==> src/rtl/scene_memory_pkg.sv <==
// Shared types and constants for the scene memory.
// Defines the decoded-instruction format, the packed scene records (shape,
// light, camera), their word counts, table address types and the RMW FSM
// state type.
package scene_memory_pkg;

  localparam int unsigned NUM_SHAPES = 16;
  localparam int unsigned NUM_LIGHTS = 4;
  localparam int unsigned WORD_W     = 32;
  localparam int unsigned RD_LAT     = 2;

  localparam int unsigned SHAPE_AW = $clog2(NUM_SHAPES);
  localparam int unsigned LIGHT_AW = $clog2(NUM_LIGHTS);
  localparam int unsigned INDEX_W  = 5;
  localparam int unsigned FIELD_W  = 3;

  typedef logic [SHAPE_AW-1:0] ShapeAddr;
  typedef logic [LIGHT_AW-1:0] LightAddr;

  typedef enum logic [2:0] {
    opNop, opFrame, opRender, opShapeWr, opLightWr, opCameraWr, opClear
  } iType_t;

  typedef struct packed {
    iType_t              iType;
    logic [INDEX_W-1:0]  index;
    logic [FIELD_W-1:0]  field;
    logic [WORD_W-1:0]   data;
  } DecodedInst;

  typedef struct packed {
    logic [31:0] pos_x;
    logic [31:0] pos_y;
    logic [31:0] pos_z;
    logic [31:0] radius;
    logic [7:0]  material;
  } Shape;

  typedef struct packed {
    logic [31:0] pos_x;
    logic [31:0] pos_y;
    logic [31:0] pos_z;
    logic [23:0] color;
  } Light;

  typedef struct packed {
    logic [31:0] pos_x;
    logic [31:0] pos_y;
    logic [31:0] pos_z;
    logic [31:0] dir_x;
    logic [31:0] dir_y;
    logic [31:0] dir_z;
  } Camera;

  localparam int unsigned SHAPE_W  = $bits(Shape);
  localparam int unsigned LIGHT_W  = $bits(Light);
  localparam int unsigned CAMERA_W = $bits(Camera);

  localparam int unsigned SHAPE_WORDS  = (SHAPE_W  + WORD_W - 1) / WORD_W;
  localparam int unsigned LIGHT_WORDS  = (LIGHT_W  + WORD_W - 1) / WORD_W;
  localparam int unsigned CAMERA_WORDS = (CAMERA_W + WORD_W - 1) / WORD_W;

  typedef enum logic [1:0] {IDLE, RMW_RD, RMW_WAIT, RMW_WR} rmw_state_t;

endpackage

==> src/rtl/scene_bram.sv <==
// One scene table: simple dual-port memory with registered address and
// registered output (2-cycle read), per-entry valid flops, and the
// read-modify-write FSM that merges a single word into an entry.
// Ports:
//   clk, rst           clock, synchronous active-high reset
//   wr_start           accepted word write (index/field/data) this cycle
//   wr_index/field/data  word write target and payload
//   clr                clear every valid bit
//   rd_addr            read index; rd_data/rd_valid appear 2 cycles later
//   busy               request pending or RMW in progress
module scene_bram
  import scene_memory_pkg::*;
#(
  parameter int unsigned DEPTH = 16,
  parameter int unsigned WIDTH = 32,
  localparam int unsigned AW   = $clog2(DEPTH)
) (
  input  logic               clk,
  input  logic               rst,
  input  logic               wr_start,
  input  logic [AW-1:0]      wr_index,
  input  logic [FIELD_W-1:0] wr_field,
  input  logic [WORD_W-1:0]  wr_data,
  input  logic               clr,
  input  logic [AW-1:0]      rd_addr,
  output logic [WIDTH-1:0]   rd_data,
  output logic               rd_valid,
  output logic               busy
);

  localparam int unsigned WORDS = (WIDTH + WORD_W - 1) / WORD_W;
  localparam int unsigned PAD_W = WORDS * WORD_W;

  logic [WIDTH-1:0]   mem [DEPTH];
  logic [DEPTH-1:0]   valid_q, valid_d;
  rmw_state_t         state_q, state_d;
  logic               req_q, req_d;
  logic [1:0]         cnt_q, cnt_d;
  logic [AW-1:0]      idx_q, idx_d;
  logic [FIELD_W-1:0] fld_q, fld_d;
  logic [WORD_W-1:0]  wdat_q, wdat_d;
  logic [AW-1:0]      addr_q, addr_d;
  logic [WIDTH-1:0]   dout_q;
  logic               vout_q;
  logic               mem_we;
  logic [PAD_W-1:0]   pad;
  logic [WIDTH-1:0]   merged;

  // The accepted write is held one cycle in req_q before the FSM leaves
  // IDLE, so busy covers the request cycle plus RD, WAIT and WR.
  always_comb begin
    state_d = state_q;
    req_d   = req_q;
    cnt_d   = cnt_q;
    idx_d   = idx_q;
    fld_d   = fld_q;
    wdat_d  = wdat_q;
    valid_d = valid_q;
    mem_we  = 1'b0;

    // Zero-pad the old entry to whole words, drop the new word in, and
    // truncate back so bits beyond the record width are discarded.
    pad = PAD_W'(dout_q);
    for (int unsigned w = 0; w < WORDS; w++) begin
      if (fld_q == FIELD_W'(w)) pad[w*WORD_W +: WORD_W] = wdat_q;
    end
    merged = pad[WIDTH-1:0];

    if (wr_start) begin
      req_d  = 1'b1;
      idx_d  = wr_index;
      fld_d  = wr_field;
      wdat_d = wr_data;
    end

    case (state_q)
      IDLE: begin
        if (req_q) begin
          state_d = RMW_RD;
          req_d   = 1'b0;
        end
      end
      RMW_RD: begin
        state_d = RMW_WAIT;
        cnt_d   = '0;
      end
      RMW_WAIT: begin
        if (cnt_q == 2'(RD_LAT - 2)) state_d = RMW_WR;
        else cnt_d = cnt_q + 2'd1;
      end
      RMW_WR: begin
        mem_we         = 1'b1;
        valid_d[idx_q] = 1'b1;
        state_d        = IDLE;
      end
      default: state_d = IDLE;
    endcase

    if (clr) valid_d = '0;

    addr_d = (state_q != IDLE) ? idx_q : rd_addr;
  end

  always_ff @(posedge clk) begin
    if (rst) begin
      state_q <= IDLE;
      req_q   <= 1'b0;
      cnt_q   <= '0;
      valid_q <= '0;
    end else begin
      state_q <= state_d;
      req_q   <= req_d;
      cnt_q   <= cnt_d;
      valid_q <= valid_d;
    end
  end

  // Read-before-write: a read of the entry being committed returns old data.
  always_ff @(posedge clk) begin
    idx_q  <= idx_d;
    fld_q  <= fld_d;
    wdat_q <= wdat_d;
    addr_q <= addr_d;
    dout_q <= mem[addr_q];
    vout_q <= valid_q[addr_q];
    if (mem_we && !rst) mem[idx_q] <= merged;
  end

  assign rd_data  = dout_q;
  assign rd_valid = vout_q;
  assign busy     = req_q || (state_q != IDLE);

endmodule

==> src/rtl/scene_memory.sv <==
// Scene description store for the raytracing controller.
// Shape and light tables live in scene_bram instances; the camera is a
// register. Word writes arrive on the executed-instruction stream; illegal
// or untimely writes are refused with a one-cycle write_err pulse.
// Ports:
//   clk, rst                 clock, synchronous active-high reset
//   execInst_valid/execInst  instruction stream (iType, index, field, data)
//   render_busy              refuses scene writes while high
//   cur_shape_addr/_light_addr  read indices
//   cur_shape/cur_light, shape_valid/light_valid  read data, 2 cycles later
//   cur_camera               camera register
//   mem_ready                reads coherent and a write can be accepted
//   write_err                pulse the cycle after a rejected write
module scene_memory
  import scene_memory_pkg::*;
(
  input  logic       clk,
  input  logic       rst,
  input  logic       execInst_valid,
  input  DecodedInst execInst,
  input  logic       render_busy,
  input  ShapeAddr   cur_shape_addr,
  input  LightAddr   cur_light_addr,
  output Shape       cur_shape,
  output Light       cur_light,
  output logic       shape_valid,
  output logic       light_valid,
  output Camera      cur_camera,
  output logic       mem_ready,
  output logic       write_err
);

  localparam int unsigned CAM_PAD_W = CAMERA_WORDS * WORD_W;

  logic shape_busy, light_busy;
  logic shape_go, light_go, clr_go, cam_we, reject;
  logic write_err_q, write_err_d;
  Camera cam_q, cam_d;
  logic [CAM_PAD_W-1:0] cam_pad;

  assign mem_ready = !(shape_busy || light_busy);

  always_comb begin
    shape_go = 1'b0;
    light_go = 1'b0;
    clr_go   = 1'b0;
    cam_we   = 1'b0;
    reject   = 1'b0;
    if (execInst_valid) begin
      case (execInst.iType)
        opShapeWr:
          if (render_busy || !mem_ready || execInst.index >= INDEX_W'(NUM_SHAPES) ||
              execInst.field >= FIELD_W'(SHAPE_WORDS)) reject = 1'b1;
          else shape_go = 1'b1;
        opLightWr:
          if (render_busy || !mem_ready || execInst.index >= INDEX_W'(NUM_LIGHTS) ||
              execInst.field >= FIELD_W'(LIGHT_WORDS)) reject = 1'b1;
          else light_go = 1'b1;
        opCameraWr:
          if (render_busy || !mem_ready || execInst.field >= FIELD_W'(CAMERA_WORDS))
            reject = 1'b1;
          else cam_we = 1'b1;
        opClear:
          if (render_busy || !mem_ready) reject = 1'b1;
          else clr_go = 1'b1;
        default: ;
      endcase
    end
    write_err_d = reject;
  end

  always_comb begin
    cam_pad = CAM_PAD_W'(cam_q);
    if (cam_we) begin
      for (int unsigned w = 0; w < CAMERA_WORDS; w++) begin
        if (execInst.field == FIELD_W'(w)) cam_pad[w*WORD_W +: WORD_W] = execInst.data;
      end
    end
    cam_d = cam_pad[CAMERA_W-1:0];
  end

  always_ff @(posedge clk) begin
    if (rst) begin
      cam_q       <= '0;
      write_err_q <= 1'b0;
    end else begin
      cam_q       <= cam_d;
      write_err_q <= write_err_d;
    end
  end

  assign cur_camera = cam_q;
  assign write_err  = write_err_q;

  scene_bram #(.DEPTH(NUM_SHAPES), .WIDTH(SHAPE_W)) u_shape_bram (
    .clk      (clk),
    .rst      (rst),
    .wr_start (shape_go),
    .wr_index (execInst.index[SHAPE_AW-1:0]),
    .wr_field (execInst.field),
    .wr_data  (execInst.data),
    .clr      (clr_go),
    .rd_addr  (cur_shape_addr),
    .rd_data  (cur_shape),
    .rd_valid (shape_valid),
    .busy     (shape_busy)
  );

  scene_bram #(.DEPTH(NUM_LIGHTS), .WIDTH(LIGHT_W)) u_light_bram (
    .clk      (clk),
    .rst      (rst),
    .wr_start (light_go),
    .wr_index (execInst.index[LIGHT_AW-1:0]),
    .wr_field (execInst.field),
    .wr_data  (execInst.data),
    .clr      (clr_go),
    .rd_addr  (cur_light_addr),
    .rd_data  (cur_light),
    .rd_valid (light_valid),
    .busy     (light_busy)
  );

endmodule

==> config.mk <==
export PLATFORM = sky130hd
export DESIGN_NAME = scene_memory
export DESIGN_NICKNAME = d
export VERILOG_FILES = /design/src/rtl/scene_memory_pkg.sv /design/src/rtl/scene_bram.sv /design/src/rtl/scene_memory.sv
export SDC_FILE = /design/constraint.sdc
export NUM_CORES = 2
export LEC_CHECK = 0
export ABC_AREA = 0
export BUFFER_PORTS_ARGS = -buffer_cell sky130_fd_sc_hd__buf_4
export CAP_MARGIN = 20
export CORE_AREA = 5 5 697 526
export CTS_BUF_LIST = sky130_fd_sc_hd__clkbuf_4
export DETAILED_ROUTE_END_ITERATION = 7
export DIE_AREA = 0 0 702 531
export GPL_TIMING_DRIVEN = 0
export SETUP_SLACK_MARGIN = 0.4
export SLEW_MARGIN = 20
export SYNTH_ARGS = -nofsm -noshare
export SYNTH_HDL_FRONTEND = slang
export SYNTH_SLANG_ARGS = --single-unit
==> constraint.sdc <==
create_clock -name clk -period 9 [get_ports clk]
set_input_delay 0 -clock clk [delete_from_list [all_inputs] [get_ports clk]]
set_output_delay 0 -clock clk [all_outputs]
set_load 0.05 [all_outputs]
Yosys cells after proc, flatten, opt, wreduce, memory -nomap -nowiden. Memories as Yosys holds them, arrays and structs flattened. A register that Yosys moved wholly into a read port is not among the register bits. Cells that the tools add are included.

Register bits after elaboration: 307. Bits in writable memories: 2656. Output and inout bits: 452. Word-level logic and storage cells: 167. Memories kept: 2.

Memory list: u_shape_bram.mem (depth 16, width 136, read ports 1, clocked after Yosys merged registers in 1, write ports 1, RTL line scene_bram.sv:34) `logic [WIDTH-1:0] mem [DEPTH];`; u_light_bram.mem (depth 4, width 120, read ports 1, clocked after Yosys merged registers in 1, write ports 1, RTL line scene_bram.sv:34).

Add/sub/neg operators: 2. $lt $le $gt $ge: 11. Eq/ne operators: 28. Multiplexer cells: 58. Bitwise logic cells: 3. Reductions and logical operators: 38.

Operators with widths (count): $mux W32 (7); $mux W1 (32); $mux W24 (1); $eq A3 B2 Y1 const B (7); $reduce_and A2 Y1 (10); $eq A3 B3 Y1 const B (6); $or A16 B16 Y16 (1); $pmux W2 S4 (2); $mux W2 (7); $lt A4 B5 Y1 const B (2); $eq A3 B1 Y1 const B (3); $ge A3 B3 Y1 const B (3); $logic_not A3 Y1 (3); $logic_or A1 B1 Y1 (9); $eq A2 B2 Y1 const B (4); $logic_not A2 Y1 (4); $mux W8 (1); $ne A2 B1 Y1 const B (4); $pmux W2 S2 (2); $reduce_bool A2 Y1 (4); $lt A2 B3 Y1 const B (2); $ge A5 B3 Y1 const B (1); $ge A5 B5 Y1 const B (1); $add A2 B1 Y2 const B (2); other kinds (15) (22).

Logic depth before layout (Yosys ltp).
Depth in word-level cells: 12. Gate-level depth with buffers: 10.

By module. Synthesis repeated with hierarchy kept, for this count alone.

Cells, all modules: 5859. Area total of the unflattened synthesis: 118180.8 um2.

By module, submodules not included: scene_bram at u_shape_bram (instances 1, cells an instance 3999, area an instance 88491.1 um2, seq. area each 69756.9 um2); scene_bram at u_light_bram (instances 1, cells an instance 983, area an instance 22821.9 um2, seq. area each 18167.4 um2); scene_memory (instances 1, cells an instance 877, area an instance 6867.8 um2, seq. area each 3863.7 um2).

Worst setup path before layout. Ideal clock, no wire load.

Path type: register -> register. From: register u_light_bram.state_q[0]. To: memory u_light_bram.mem[1][0] (netlist bit) (enable). Arrival time: 8792 ps. Required time: 8253 ps. Slack: -539 ps. Cell stages (with the launch flop): 4. Path buffers: 0. Cells stage by stage: dfxtp_1 ha_1 nand2b_1 nor3_1.

Word-level cells in the longest chain between the ends: 5.

Ends and longest elaborated chain: start, declared (RTL line scene_bram.sv:36) `rmw_state_t state_q, state_d;`; start signal, assigned (RTL line scene_bram.sv:111) `state_q <= state_d;`; $eq A2 B2 Y1 (RTL line scene_bram.sv:76) `case (state_q)`; $mux W1 (RTL line scene_bram.sv:76); $logic_and A1 B1 Y1 (RTL line scene_bram.sv:126) `if (mem_we && !rst) mem[idx_q] <= merged;`; $mux W1 (RTL line scene_bram.sv:126); $mux W1 (implied by the code) (RTL line scene_bram.sv:126); end, declared (RTL line scene_bram.sv:34).

No other way between the ends.

Final worst setup path.
From: register u_shape_bram.state_q[0]. To: register cam_q, in the netlist cur_camera[122].

Word-level cells in the longest chain between the ends: 9.

Ends and longest elaborated chain: start, declared (RTL line scene_bram.sv:36); start signal, assigned (RTL line scene_bram.sv:111); $reduce_bool A2 Y1 (RTL line scene_bram.sv:131) `assign busy = req_q || (state_q != IDLE);`; $logic_or A1 B1 Y1 (RTL line scene_bram.sv:131); $logic_or A1 B1 Y1 (RTL line scene_memory.sv:41) `assign mem_ready = !(shape_busy || light_busy);`; $logic_or A1 B1 Y1 (2 in a row) (RTL line scene_memory.sv:60) `if (render_busy || !mem_ready || execInst.field >= FIELD_W'(CAMERA_WORDS))`; $mux W1 (RTL line scene_memory.sv:60); $mux W1 (RTL line scene_memory.sv:50) `case (execInst.iType)`; $mux W1 (RTL line scene_memory.sv:49) `if (execInst_valid) begin`; $reduce_and A2 Y1 (no line); end signal, assigned (RTL line scene_memory.sv:87) `cam_q <= cam_d;`; end, declared (RTL line scene_memory.sv:38) `Camera cam_q, cam_d;`.

No other way between the ends. A chain may end at the register's enable or synchronous reset.

==> impl_results.md <==
* DRC violations left at 0
* Hold_buf cts at 213
* Pre-antenna DRT Iters at 8
* Initial Utilization at 32.8%
* Crit start category: flip-flop
* Post-synthesis async set-or-reset flop share at 0%
* Unrepaired setup endpoints after global routing: false
* PostCTS Resize Cnt at 0
* Syn Nets at 5662
* Sequential area share after synthesis at 77.8%
* Final Hold Vio Count at 0
* Initial antenna violation count at 43
* Worst Hold Class: input port to flip-flop
* Vias in the first global route at 66273
* Final instance area at 0.146 sq mm
* Status: finished, final reports clean
* Fin util at 40.5%
* Ports at 505
* Crit path time final at 4.68 ns
* Root buf cell: clkbuf_4
* Syn-to-layout area delta at 23.4%
* Final Cycle Share at 52.0%
* GPL Wtd Cong at 0.825
* Top cells by area, synth: edfxtp_1 (70%), mux4_2 (13%), dfxtp_1 (8.3%)
* Yosys reg bits at 3219
* Worst Path Class, Setup: flip-flop to flip-flop
* CP arrival at 6.21 ns
* Number of fill cells at 32058
* Placed cells at 11184
* Clk sinks at 3219
* Area share of the largest cell type after synthesis at 69.6%
* 1st-iter DRT viols at 7815
* Total grt overflow at 0
* Clk_skew at 0.204 ns
* Place WS at 5.11 ns
* Cell family with most CP delay: buffers and inverters
* Die width at 702 microns
* Largest net degree at the start of global routing at 19
* Num CTS Buffers at 759
* Synth warnings at 0
* Clk slew on worst S/H paths at 0.07 ns
* DIE AREA at 0.373 sq mm
* # rows at 191
* Worst Path Buf+Inv at 7
* P per Cell Area at 278 mW/mm^2
* Fraction of layout cells with a size suffix above 1 at 39.8%
* Critical Path Max Stage Delay at 0.84 ns
* GRT Total Usage at 19.2%
* Worst-Skew Late Latency at 1.59 ns
* Worst path most repeated cell: dlygate4sd3_1
* Worst VDD drop at 165 uV
* Netlist cell types at 52
* Slew margin rel. at 17.1%
* Synth area leader: edfxtp_1
* Worst setup EP type: flip-flop
* Maximum clock insertion buffer count at 4
* CTS tree: done
* Fin nets at 7399
* R2R Setup Slk at 4.32 ns
* Port Buffer Count at 502
* Final std cells w/o fill at 12870
* Commonest cells post-synth: edfxtp_1 (2732), mux4_2 (669), dfxtp_1 (487), nand2_1 (370), a22oi_1 (276)
* Synthesized area at 0.118 sq mm
* Mean post-synth cell area at 21.1 sq um
* Number of max-cap violations at 0
* Core box area at 0.359 sq mm
* Fin. max-slew vios at 0
* Die Y at 531 microns
* Post-Synthesis Cells at 5597
* WL/cell at 28.7 microns
* Post-synth EDFFs at 2732
* Dpl cell area at 0.133 sq mm
* Final WL at 369000 microns
* WHS at 0.223 ns
* Final worst slack at 4.32 ns
* Most used DFF post-synth: edfxtp_1
* Crit-path cells: inv_1 > ha_1 > buf_2 > nand4bb_4 > nor4_2 > dlygate4sd3_1 > buf_2 > dlygate4sd3_1 > nand2_1 > dlygate4sd3_1 > a21oi_2 > dlygate4sd3_1
* Antenna violation net count after detailed routing at 0
* First-pass GRT wire length at 508000 microns
* Measured slew at the worst slew-check pin at 1.24 ns
* HPWL Detailed at 246000 microns
* Critical path fanouts, max at 10
* Slowest CP cell: dlygate4sd3_1
* Vias per cell at 5.10
* Pleak at 0.0489 uW
* Most instantiated library cell after synthesis: edfxtp_1
* Max H-tree Level at 6
* Required @ worst endpoint at 10.54 ns
* Post-CTS Setup Bufs at 0
* Via count at 65664
* # setup viols final at 0
* Peak Freq at 214 MHz
==> cell type report <==
type                            count  area (sq um)  share of cell area [%]
Antenna cell                       51           128                  0.0877
Buffer                            301          1410                   0.971
Clock buffer                     1183          8880                    6.10
Clock inverter                    238          1350                   0.927
Inverter                           15          56.3                  0.0387
Multi-Input combinational cell   2062         24900                    17.1
Sequential cell                  3219         91800                    63.1
Tap cell                         4825          6040                    4.15
Timing Repair Buffer              976         11000                    7.55
==> cell usage in the layout, fill, tap and decap left out, types with 8 or more instances in the layout <==
master and instances:
a21oi_1 119, a21oi_2 26, a22oi_1 276, a31oi_1 8, buf_1 34, buf_12 83
buf_16 99, buf_2 100, buf_4 587, buf_6 23, buf_8 15, bufinv_16 12
clkbuf_1 134, clkbuf_4 1183, clkinv_1 172, clkinv_2 16, clkinvlp_4 8, dfxtp_1 487
diode_2 51, dlygate4sd3_1 197, edfxtp_1 2732, ha_1 12, inv_1 14, inv_2 13
inv_6 13, mux2_2 260, mux2i_1 66, mux4_2 669, nand2_1 370, nand2_2 30
nand2b_1 101, nor2_1 32, nor2_4 17, nor2b_1 10
==> worst min-delay path: stages <==
cell and delay [ns]:
dlygate4sd3_1 0.54, buf_4 0.14, dlygate4sd3_1 0.86, nand2_1 0.15, a21oi_1 0.06
==> metrics by stage <==
stage / total power (uW) / setup TNS (ns)
after global placement: 28200 / -
after floorplan: 24800 / -258.51
after CTS: 40800 / 0
final: 40400 / 0
after global routing: 42100 / 0
after detailed placement: 28500 / 0
==> state kept, by name, summed over array words and instances (netlist names), 3 cells and up <==
signal,cells
u_light_bram.fld_q,3
u_shape_bram.wdat_q,32
u_light_bram.wdat_q,32
u_light_bram.rd_data,120
u_shape_bram.addr_q,4
cur_camera,192
u_light_bram.mem,480
u_shape_bram.idx_q,4
u_shape_bram.rd_data,136
u_shape_bram.fld_q,3
u_light_bram.valid_q,4
u_shape_bram.mem,2176
u_shape_bram.valid_q,16
==> logic make-up (layout without fill, tap and decap cells) <==
group           count (synthesis)  in the layout  share of synthesized area, %
flops                        3219           3219                          77.8
mux                           995            995                          15.8
simple gates                  613            613                          2.43
compound gates                442            442                          2.57
buf+inv                       316           2713                          1.24
fa+ha+maj                      12             12                         0.127
other cells                     0             51                             0
==> worst paths after layout <==
kind                                         from                      endpoint  cells past startpoint
min                                  execInst[21]   cur_camera[53]$_SDFFE_PP0P_                      5
max reg2reg  u_shape_bram.state_q[0]$_SDFFE_PP0P_  cur_camera[122]$_SDFFE_PP0P_                     12
min reg2reg           cur_camera[82]$_SDFFE_PP0P_   cur_camera[82]$_SDFFE_PP0P_                      2
max          u_shape_bram.state_q[0]$_SDFFE_PP0P_  cur_camera[122]$_SDFFE_PP0P_                     12
==> power by group <==
part	total (uW)	internal, uW	switching [uW]
Sequential	18700	18100	567
Clock	12300	6350	5930
Combinational	9450	3140	6310
Total	40400	27600	12800
==> layer usage <==
metal / part of all wire (%) / up-vias / GRT usage [%]
met4: 3.8 / 16 / 7.77
met2: 47 / 3584 / 30.0
li1: - / 27011 / -
met1: 39 / 34433 / 25.0
met3: 11 / 620 / 5.99
met5: 0.025 / - / 0
Note: power is estimated with default switching activity, not from simulation.
